$ cat src/rtl/ahb_pkg.sv
// AHB-Lite transfer, burst, response and size encodings shared by the burst master.
package ahb_pkg;

    typedef enum logic [1:0] {
        HT_IDLE   = 2'b00,
        HT_BUSY   = 2'b01,
        HT_NONSEQ = 2'b10,
        HT_SEQ    = 2'b11
    } htrans_e;

    typedef enum logic [2:0] {
        HB_SINGLE = 3'd0,
        HB_INCR   = 3'd1,
        HB_WRAP4  = 3'd2,
        HB_INCR4  = 3'd3,
        HB_WRAP8  = 3'd4,
        HB_INCR8  = 3'd5,
        HB_WRAP16 = 3'd6,
        HB_INCR16 = 3'd7
    } hburst_e;

    typedef enum logic [1:0] {
        HR_OKAY  = 2'b00,
        HR_ERROR = 2'b01,
        HR_RETRY = 2'b10,
        HR_SPLIT = 2'b11
    } hresp_e;

    localparam logic [2:0] HSIZE_8  = 3'd0;
    localparam logic [2:0] HSIZE_16 = 3'd1;
    localparam logic [2:0] HSIZE_32 = 3'd2;
    localparam logic [2:0] HSIZE_64 = 3'd3;

    localparam logic [1:0] NONSEQ = 2'b10;
    localparam logic [1:0] SEQ    = 2'b11;

    function automatic logic [4:0] beats_of(input logic [2:0] burst);
        case (burst)
            HB_WRAP4,  HB_INCR4:  beats_of = 5'd4;
            HB_WRAP8,  HB_INCR8:  beats_of = 5'd8;
            HB_WRAP16, HB_INCR16: beats_of = 5'd16;
            default:              beats_of = 5'd1;
        endcase
    endfunction

    function automatic logic is_wrap(input logic [2:0] burst);
        return (burst == HB_WRAP4) || (burst == HB_WRAP8) || (burst == HB_WRAP16);
    endfunction

endpackage

$ cat src/rtl/ahb_addr_gen.sv
// Next-beat address for a burst: linear increment, or wrap inside the
// window of beats*transfer-size bytes with the upper address bits held.
module ahb_addr_gen
    import ahb_pkg::*;
#(
    parameter int ADDR_W = 32
) (
    input  logic [ADDR_W-1:0] addr,
    input  logic [2:0]        hsize,
    input  logic [2:0]        hburst,
    output logic [ADDR_W-1:0] next_addr
);

    logic [ADDR_W-1:0] step;
    logic [ADDR_W-1:0] incr;
    logic [ADDR_W-1:0] wrap_mask;

    always_comb begin
        case (hsize)
            HSIZE_8:  step = ADDR_W'(1);
            HSIZE_16: step = ADDR_W'(2);
            HSIZE_32: step = ADDR_W'(4);
            HSIZE_64: step = ADDR_W'(8);
            default:  step = ADDR_W'(8);
        endcase
        incr      = addr + step;
        wrap_mask = (ADDR_W'(beats_of(hburst)) << hsize) - ADDR_W'(1);
        if (is_wrap(hburst)) begin
            next_addr = (addr & ~wrap_mask) | (incr & wrap_mask);
        end else begin
            next_addr = incr;
        end
    end

endmodule

$ cat src/rtl/ahb_burst_master.sv
// AHB-Lite burst master: takes one command at a time, arbitrates for the bus and
// drives a pipelined address/data burst with write backpressure and error abort.
module ahb_burst_master
    import ahb_pkg::*;
#(
    parameter int ADDR_W   = 32,
    parameter int DATA_W   = 64,
    parameter bit KEEP_REQ = 1'b0
) (
    input  logic              hclk,
    input  logic              hresetn,
    input  logic              cmd_valid,
    output logic              cmd_ready,
    input  logic [ADDR_W-1:0] cmd_addr,
    input  logic              cmd_write,
    input  logic [2:0]        cmd_size,
    input  logic [2:0]        cmd_burst,
    input  logic [DATA_W-1:0] wr_data,
    input  logic              wr_valid,
    output logic              wr_ready,
    output logic [DATA_W-1:0] rd_data,
    output logic              rd_valid,
    output logic              rd_last,
    output logic              done_valid,
    output logic              done_err,
    output logic [ADDR_W-1:0] haddr,
    output logic [1:0]        htrans,
    output logic              hwrite,
    output logic [2:0]        hsize,
    output logic [2:0]        hburst,
    output logic [DATA_W-1:0] hwdata,
    output logic              hbusreq,
    output logic              hlock,
    input  logic [DATA_W-1:0] hrdata,
    input  logic              hready,
    input  logic [1:0]        hresp,
    input  logic              hgrant
);

    typedef enum logic [2:0] {
        S_IDLE,
        S_REQ,
        S_ADDR,
        S_BURST,
        S_LAST_DATA,
        S_ERR
    } state_e;

    state_e            state;
    logic [1:0]        htrans_q;
    logic [2:0]        burst_q;
    logic [4:0]        beats_left;
    logic              dp_valid;
    logic              dp_last;
    logic [ADDR_W-1:0] next_addr;
    logic              addr_accept;
    logic              err_wait;

    // burst_q keeps the original burst type so wrapping survives a re-arbitration
    ahb_addr_gen #(.ADDR_W(ADDR_W)) u_addr_gen (
        .addr      (haddr),
        .hsize     (hsize),
        .hburst    (burst_q),
        .next_addr (next_addr)
    );

    assign addr_accept = htrans_q[1] && (!hwrite || wr_valid) && hready;
    assign err_wait    = dp_valid && !hready && (hresp != HR_OKAY);
    assign wr_ready    = hwrite && addr_accept;
    assign hlock       = 1'b0;

    // First error cycle cancels the pending address; a missing write beat stalls with BUSY
    always_comb begin
        htrans = htrans_q;
        if (err_wait) begin
            htrans = HT_IDLE;
        end else if (htrans_q[1] && hwrite && !wr_valid) begin
            htrans = (htrans_q == NONSEQ) ? HT_IDLE : HT_BUSY;
        end
    end

    always_ff @(posedge hclk) begin
        if (!hresetn) begin
            state      <= S_IDLE;
            cmd_ready  <= 1'b0;
            hbusreq    <= 1'b0;
            htrans_q   <= HT_IDLE;
            haddr      <= '0;
            hwrite     <= 1'b0;
            hsize      <= 3'd0;
            hburst     <= 3'd0;
            burst_q    <= 3'd0;
            hwdata     <= '0;
            beats_left <= 5'd0;
            dp_valid   <= 1'b0;
            dp_last    <= 1'b0;
            rd_valid   <= 1'b0;
            rd_last    <= 1'b0;
            rd_data    <= '0;
            done_valid <= 1'b0;
            done_err   <= 1'b0;
        end else begin
            rd_valid   <= 1'b0;
            rd_last    <= 1'b0;
            done_valid <= 1'b0;
            done_err   <= 1'b0;
            case (state)
                S_IDLE: begin
                    cmd_ready <= 1'b1;
                    hbusreq   <= 1'b0;
                    if (cmd_valid && cmd_ready) begin
                        if (cmd_burst == HB_INCR) begin
                            done_valid <= 1'b1;
                            done_err   <= 1'b1;
                        end else begin
                            cmd_ready  <= 1'b0;
                            hbusreq    <= 1'b1;
                            haddr      <= cmd_addr;
                            hwrite     <= cmd_write;
                            hsize      <= cmd_size;
                            hburst     <= cmd_burst;
                            burst_q    <= cmd_burst;
                            beats_left <= beats_of(cmd_burst);
                            state      <= S_REQ;
                        end
                    end
                end
                S_ERR: begin
                    if (hready) begin
                        done_valid <= 1'b1;
                        done_err   <= 1'b1;
                        dp_valid   <= 1'b0;
                        hbusreq    <= 1'b0;
                        cmd_ready  <= 1'b1;
                        state      <= S_IDLE;
                    end
                end
                default: begin
                    if (dp_valid && (hresp != HR_OKAY)) begin
                        htrans_q <= HT_IDLE;
                        if (hready) begin
                            done_valid <= 1'b1;
                            done_err   <= 1'b1;
                            dp_valid   <= 1'b0;
                            hbusreq    <= 1'b0;
                            cmd_ready  <= 1'b1;
                            state      <= S_IDLE;
                        end else begin
                            state <= S_ERR;
                        end
                    end else if (hready) begin
                        if (dp_valid && !hwrite) begin
                            rd_valid <= 1'b1;
                            rd_data  <= hrdata;
                            rd_last  <= dp_last;
                        end
                        if (addr_accept && hwrite) begin
                            hwdata <= wr_data;
                        end
                        dp_valid <= addr_accept;
                        dp_last  <= addr_accept && (beats_left == 5'd1);
                        if (dp_valid && dp_last) begin
                            done_valid <= 1'b1;
                            cmd_ready  <= 1'b1;
                            hbusreq    <= KEEP_REQ && cmd_valid;
                            state      <= S_IDLE;
                        end else if (state == S_REQ) begin
                            if (hgrant) begin
                                htrans_q <= NONSEQ;
                                state    <= S_ADDR;
                            end
                        end else if (addr_accept && (beats_left == 5'd1)) begin
                            htrans_q <= HT_IDLE;
                            hbusreq  <= KEEP_REQ && cmd_valid;
                            state    <= S_LAST_DATA;
                        end else if (state != S_LAST_DATA) begin
                            if (addr_accept) begin
                                haddr      <= next_addr;
                                beats_left <= beats_left - 5'd1;
                            end
                            // Lost grant: resume later as an undefined-length INCR from the next address
                            if (!hgrant) begin
                                htrans_q <= HT_IDLE;
                                hburst   <= HB_INCR;
                                state    <= S_REQ;
                            end else if (addr_accept) begin
                                htrans_q <= SEQ;
                                state    <= S_BURST;
                            end
                        end
                    end
                end
            endcase
        end
    end

endmodule
$ cat config.mk
export PLATFORM = sky130hd
export DESIGN_NAME = ahb_burst_master
export DESIGN_NICKNAME = d
export VERILOG_FILES = /design/src/rtl/ahb_pkg.sv /design/src/rtl/ahb_addr_gen.sv /design/src/rtl/ahb_burst_master.sv
export SDC_FILE = /design/constraint.sdc
export NUM_CORES = 1
export LEC_CHECK = 0
export BUFFER_PORTS_ARGS = -buffer_cell sky130_fd_sc_hd__buf_4
export CAP_MARGIN = 0
export CORE_MARGIN = 2
export CORE_UTILIZATION = 49
export DETAILED_ROUTE_END_ITERATION = 12
export PLACE_DENSITY_LB_ADDON = 0.12
export SLEW_MARGIN = 30
export SYNTH_ARGS = -nofsm -noshare
export SYNTH_HDL_FRONTEND = slang
export SYNTH_HIERARCHICAL = 1
export SYNTH_SLANG_ARGS = --single-unit
$ cat constraint.sdc
create_clock -name hclk -period 4.29 [get_ports hclk]
set_clock_uncertainty 0.1 [all_clocks]
set_input_delay 0.6435 -clock hclk [delete_from_list [all_inputs] [get_ports hclk]]
set_output_delay 0.6435 -clock hclk [all_outputs]
set_load 0.01 [all_outputs]
After elaboration in Yosys (flattened, before gate mapping):

Index checks and enable logic that the tools add are counted.

* register bits after elaboration: 188
* bits in latches: 0
* bits in writable memories: 0
* memory bits (read-only): 0
* bits of input ports: 175
* output and inout port bits: 177
* word-level logic and storage cells: 209
* memories kept: 0

* add/subtract/negate cells: 3
* multipliers: 0
* divide/modulo/power cells: 0
* magnitude comparators: 0
* equality and inequality tests: 34
* shift-type cells: 1
* muxes and demuxes: 89
* bitwise operators: 12
* reduce and logical (&&, ||, !) cells: 52

Operators with widths (number)
* $mux W32: 10
* $mux W3: 22
* $and A32 B32 Y32: 2
* $pmux W32 S2: 1
* $mux W5: 9
* $add A32 B4 Y32: 1
* $not A32 Y32: 1
* $or A32 B32 Y32: 1
* $shl A5 B3 Y32: 1
* $sub A32 B1 Y32 const B: 1
* $pmux W5 S3: 2
* $eq A3 B3 Y1 const B: 9
* $mux W1: 25
* $mux W2: 11
* $reduce_and A10 Y1: 2
* $eq A3 B2 Y1 const B: 5
* $reduce_or A2 Y1: 7
* $logic_and A1 B1 Y1: 12
* $pmux W3 S2: 2
* $pmux W4 S3: 1
* $reduce_bool A4 Y1: 3
* $ne A2 B1 Y1 const B: 5
* $pmux W1 S2: 5
* $pmux W5 S2: 1
* other kinds (25): 52

Logic depth before layout (Yosys ltp):

* word-level depth: 17
* mapped depth: 16
* gate-level depth less buffers: 12

Cells and area by module:

Netlist, hierarchy kept.

By module, submodules not included
* ahb_burst_master: times used 1, cells an instance 940, area an instance 7360.8 um2, sequential area each 3763.6 um2
* ahb_addr_gen: times used 1, cells an instance 190, area an instance 1256.2 um2, sequential area each 0.0 um2

Least setup slack after synthesis:

OpenSTA, ideal clock, no wires.

* kind: flip-flop to flip-flop
* start: register hsize[1]
* end: register haddr[26]
* library setup time: 0.091 ns
* arrival: 2.857 ns
* data required time: 4.099 ns
* setup slack: 1.242 ns
* cell stages (with the launch flop): 13
* buffers on the path: 1
* period minus slack after synthesis: 3.048 ns
* cell sequence: dfxtp_1 -> clkbuf_1 -> nor3_1 -> ha_1 -> inv_1 -> fa_1 -> nand2b_1 -> o2bb2ai_1 -> nor4_4 -> nand4_1 -> xnor2_1 -> nand2_1 -> a311oi_1

* word-level cells in the longest chain between the ends: 14
* elaborated cells between the ends (all ways): 20
* those cells by class: 2 x add/sub; 2 x eq/ne; 1 x shift; 10 x mux; 4 x bitwise; 1 x reduce/logical

RTL lines
* start: declaration: line ahb_burst_master.sv:29 `output logic [2:0] hsize,`
* start signal: assignment: line ahb_burst_master.sv:120 `hsize <= cmd_size;`
* $eq A3 B2 Y1, or another cell as far along: line ahb_addr_gen.sv:19 `case (hsize)`
* $pmux W4 S3 / $sub A32 B1 Y32 (equally long branches): line ahb_addr_gen.sv:19, ahb_addr_gen.sv:27
* $add A32 B4 Y32 / $not A32 Y32 (equally long branches): line ahb_addr_gen.sv:26, ahb_addr_gen.sv:29
* $and A32 B32 Y32: line ahb_addr_gen.sv:29 `next_addr = (addr & ~wrap_mask) | (incr & wrap_mask);`
* $or A32 B32 Y32: line ahb_addr_gen.sv:29
* $mux W32 *: line ahb_addr_gen.sv:28 `if (is_wrap(hburst)) begin`
* net next_addr[26]: line ahb_burst_master.sv:55 `logic [ADDR_W-1:0] next_addr;`
* $mux W32 *: line ahb_burst_master.sv:177 `if (addr_accept) begin`
* $mux W32 *: line ahb_burst_master.sv:176 `end else if (state != S_LAST_DATA) begin`
* $mux W32 *: line ahb_burst_master.sv:172 `end else if (addr_accept && (beats_left == 5'd1)) begin`
* $mux W32 *: line ahb_burst_master.sv:167 `end else if (state == S_REQ) begin`
* $mux W32 *: line ahb_burst_master.sv:162 `if (dp_valid && dp_last) begin`
* $mux W32 *: line ahb_burst_master.sv:151 `end else if (hready) begin`
* $mux W32 *: line ahb_burst_master.sv:139 `if (dp_valid && (hresp != HR_OKAY)) begin`
* $pmux W32 S2 *: line ahb_burst_master.sv:107 `case (state)`
* end signal: assignment: line ahb_burst_master.sv:118 `haddr <= cmd_addr;`
* end signal: assignment: line ahb_burst_master.sv:178 `haddr <= next_addr;`
* end: declaration: line ahb_burst_master.sv:26 `output logic [ADDR_W-1:0] haddr,`

The timed path passes the listed nets; every way through them passes the cells marked *. The select of a mux whose other input is x is not followed.
A chain may end at the register's enable or synchronous reset.

Final worst setup path:

Same ends and word-level chain as after synthesis.

==> run_results.csv <==
group,metric,value,unit
clock_network,htreeDepth,4,
clock_network,cts.reportedPaths.clkPinSlew,0.07,ns
synthesis,ys_ff_latch,188,
clock_network,cts_inserted_buffers,17,
die,start_util,50.0,%
layout,drive_above_1_share,29.1,%
detailed_routing,via_count,8892,
global_route,globalRouteMet2Util,44.6,%
placed_design,postPlaceCellArea,11200,um2
global_route,grt_use_met1,33.0,%
global_route,grt_usage,27.3,%
die,dieArea,18700,um2
synthesis,yosysUniqueCellTypes,76,
pwr,power_density,397,nW/um2
clock_network,ctsRootBufferMaster,"clkbuf_16",
timing,tns,0,ns
global_route,grt_overflow_total,0,
clock_network,cts_setup_buffers,0,
synthesis,yosysSeqAreaShare,43.7,%
timing,post-route-min-period,3.63,ns
global_route,grt_use_met3,8.22,%
clock_network,clock-sinks,188,
synthesis,synth.most_common_cell,"nand2_1",
setup_path,crit_type,"reg2reg",
setup_path,r2r_slack,0.66,ns
die,die_w,137,um
detailed_routing,ant_nets,0,
synthesis,synth_commonest_cells,"nand2_1 (368), dfxtp_1 (188), a21oi_1 (155)",
worst_hold_path,min_delay_path_depth,2,
synthesis,synthArstFlopShare,0,%
pwr,ir_drop,0.291,mV
detailed_routing,drt_first_pass_iters,5,
die,rows,48,
synthesis,synth_area_leaders,"dfxtp_1 (44%), nand2_1 (16%), a21oi_1 (9.0%), a311oi_1 (3.5%), nor2_1 (3.2%)",
layout,fin_util,68.9,%
worst_hold_path,hold_end,"hwdata[16]$_SDFFE_PN0P_",
synthesis,synth.avg_cell_area,7.63,um2
clock_network,cts_tree,"built",
synthesis,synth_fp_nets,1314,
pwr,leakage,4.82,nW
die,io_pins,352,
worst_hold_path,min_path_type,"reg2reg",
setup_path,critPathArrivalTime,3.87,ns
clock_network,hold_buffers,0,
setup_path,reg2reg_from,"hsize[1]$_SDFFE_PN0P_",
detailed_routing,drt-wirelength-per-cell,15.8,um
placed_design,routabilityCongestion,0.882,
global_route,grt_pass1_vias,8157,
global_route,grt_max_degree,132,
setup_path,ff2ff_path_depth,11,
worst_hold_path,worstHoldStart,"hwdata[16]$_SDFFE_PN0P_",
setup_path,worstSetupEndpointType,"register",
clock_network,cts.repair.resized,0,
timing,slew_violations,0,
detailed_routing,drc,0,
die,die_h,137,um
detailed_routing,drt-initial-drc-count,574,
timing,final.period_utilization,84.6,%
detailed_routing,totalWireLength,26300,um
layout,area_delta_synth_final,37.9,%
setup_path,crit_start,"hsize[1]$_SDFFE_PN0P_",
clock_network,cts_buffer_depth,2,
synthesis,yosys.area.top_type,"dfxtp_1",
setup_path,worstPathRequired,4.53,ns
placed_design,hpwlAfterDp,18800,um
layout,nets,1613,
synthesis,syn_inst,1130,
layout,fill_cells,1505,
timing,setup_viol,0,
layout,n_antenna_cell,0,
setup_path,path_max_fanout,13,
timing,rsz0062_at_grt,"no",
timing,max_freq,275,MHz
timing,worstMarginPinSlew,0.807,ns
synthesis,synth_top_flop_cell,"dfxtp_1",
detailed_routing,vias_per_cell,5.33,
clock_network,clock_latency,0.43,ns
timing,hold_viol_final,0,
die,core,17200,um2
global_route,antenna_found_initial,0,
setup_path,setup.worst_path.start_class,"register",
setup_path,rr_endpoint,"haddr[26]$_SDFFE_PN0P_",
global_route,top_usage_layer,"met2",
synthesis,synth_area,8620,um2
layout,finalInstanceArea,11900,um2
timing,slew_headroom,46.1,%
run_status,outcome,"complete, no violations",
run,cap_violations,0,
synthesis,yosys_warnings,6,
synthesis,yosys.area.top_type_share,43.7,%
placed_design,io_buffers,350,
synthesis,synth_edf_count,0,
global_route,grt_pass1_wl,40600,um
==> metal layers <==
metal / wire, um / up-vias
met5: 0 / -
met4: 831 / 0
met3: 2090 / 53
met2: 12600 / 338
met1: 10800 / 4067
li1: - / 4434
==> worst max-delay path by stage <==
stage / to / cells after the start
4_1_cts: haddr[30]$_SDFFE_PN0P_ / 11
2_1_floorplan: haddr[26]$_SDFFE_PN0P_ / 12
3_3_place_gp: haddr[30]$_SDFFE_PN0P_ / 11
6_report: haddr[26]$_SDFFE_PN0P_ / 11
5_1_grt: haddr[22]$_SDFFE_PN0P_ / 11
3_5_place_dp: haddr[30]$_SDFFE_PN0P_ / 11
==> per-stage QoR <==
stage	cells	setup WS, ns	hold slack (ns)	total power [mW]
after detailed placement	1635	0.893	0.347	3.05
after global routing	1667	0.517	0.339	4.94
after floorplan	1130	1.24	0.362	2.65
final	1667	0.660	0.354	4.72
after CTS	1667	0.765	0.339	4.74
after global placement	1635	0.958	0.342	3.02
==> kinds of logic (layout without fill, tap and decap cells) <==
| kind of cell | after synthesis | in the layout | synth area share [%] |
|---|---|---|---|
| AOI/OAI and AO/OA | 264 | 264 | 18.9 |
| xor gates and xnor gates | 33 | 33 | 3.35 |
| adders and majority gates | 9 | 9 | 1.39 |
| buffers and inverters | 96 | 408 | 5.37 |
| DFF | 188 | 188 | 43.7 |
| muxes | 2 | 2 | 0.247 |
| other | 1 | 1 | 0.0435 |
| and+or+nand+nor | 537 | 537 | 27.0 |
==> layout by cell type, fill, tap and decap left out, drive strengths merged, types with 7 or more instances in the layout <==
| master | n |
|---|---|
| nor3 | 9 |
| nor2b | 8 |
| xor2 | 7 |
| nand2b | 7 |
| nor2 | 73 |
| o21ai | 24 |
| ha | 8 |
| nand3 | 22 |
| inv | 16 |
| dfxtp | 188 |
| clkbuf | 19 |
| a311oi | 34 |
| and3 | 8 |
| xnor2 | 26 |
| buf | 366 |
| nand4 | 8 |
| a21oi | 156 |
| nand2 | 368 |
==> report_power, final <==
group          switching (mW)  total (mW)  internal [mW]  leakage [nW]
combinational           0.592        1.05          0.462          3.00
clock                   0.727        1.69          0.966         0.305
sequential              0.140        1.97           1.83          1.52
total                    1.46        4.72           3.26          4.82
==> flip-flops by register name (all words and copies together), names as in the netlist, 2 cells and up <==
name and cells:
rd_data 64, beats_left 5, htrans_q 2, hburst 3, hwdata 64, burst_q 3
state 3, haddr 32, hsize 3
==> final cells by class <==
cell class                      count  area (um2)  share of cell area [%]
Multi-Input combinational cell    846        4410                    37.1
Sequential cell                   188        3760                    31.7
Timing Repair Buffer              366        2750                    23.1
Clock buffer                       19         453                    3.81
Tap cell                          225         282                    2.37
Clock inverter                     13         176                    1.49
Inverter                           10        45.0                   0.379
==> worst max-delay path, cell delays in order (launching register included) <==
cell and delay [ns]:
dfxtp_1 0.44, nor3_1 0.47, ha_1 0.28, inv_1 0.06, fa_1 0.40, nand2b_1 0.16, o2bb2ai_1 0.26, nor4_4 0.63
nand4_1 0.22, xnor2_1 0.18, nand2_1 0.07, a311oi_1 0.25
Note: power is estimated with default switching activity, not from simulation.
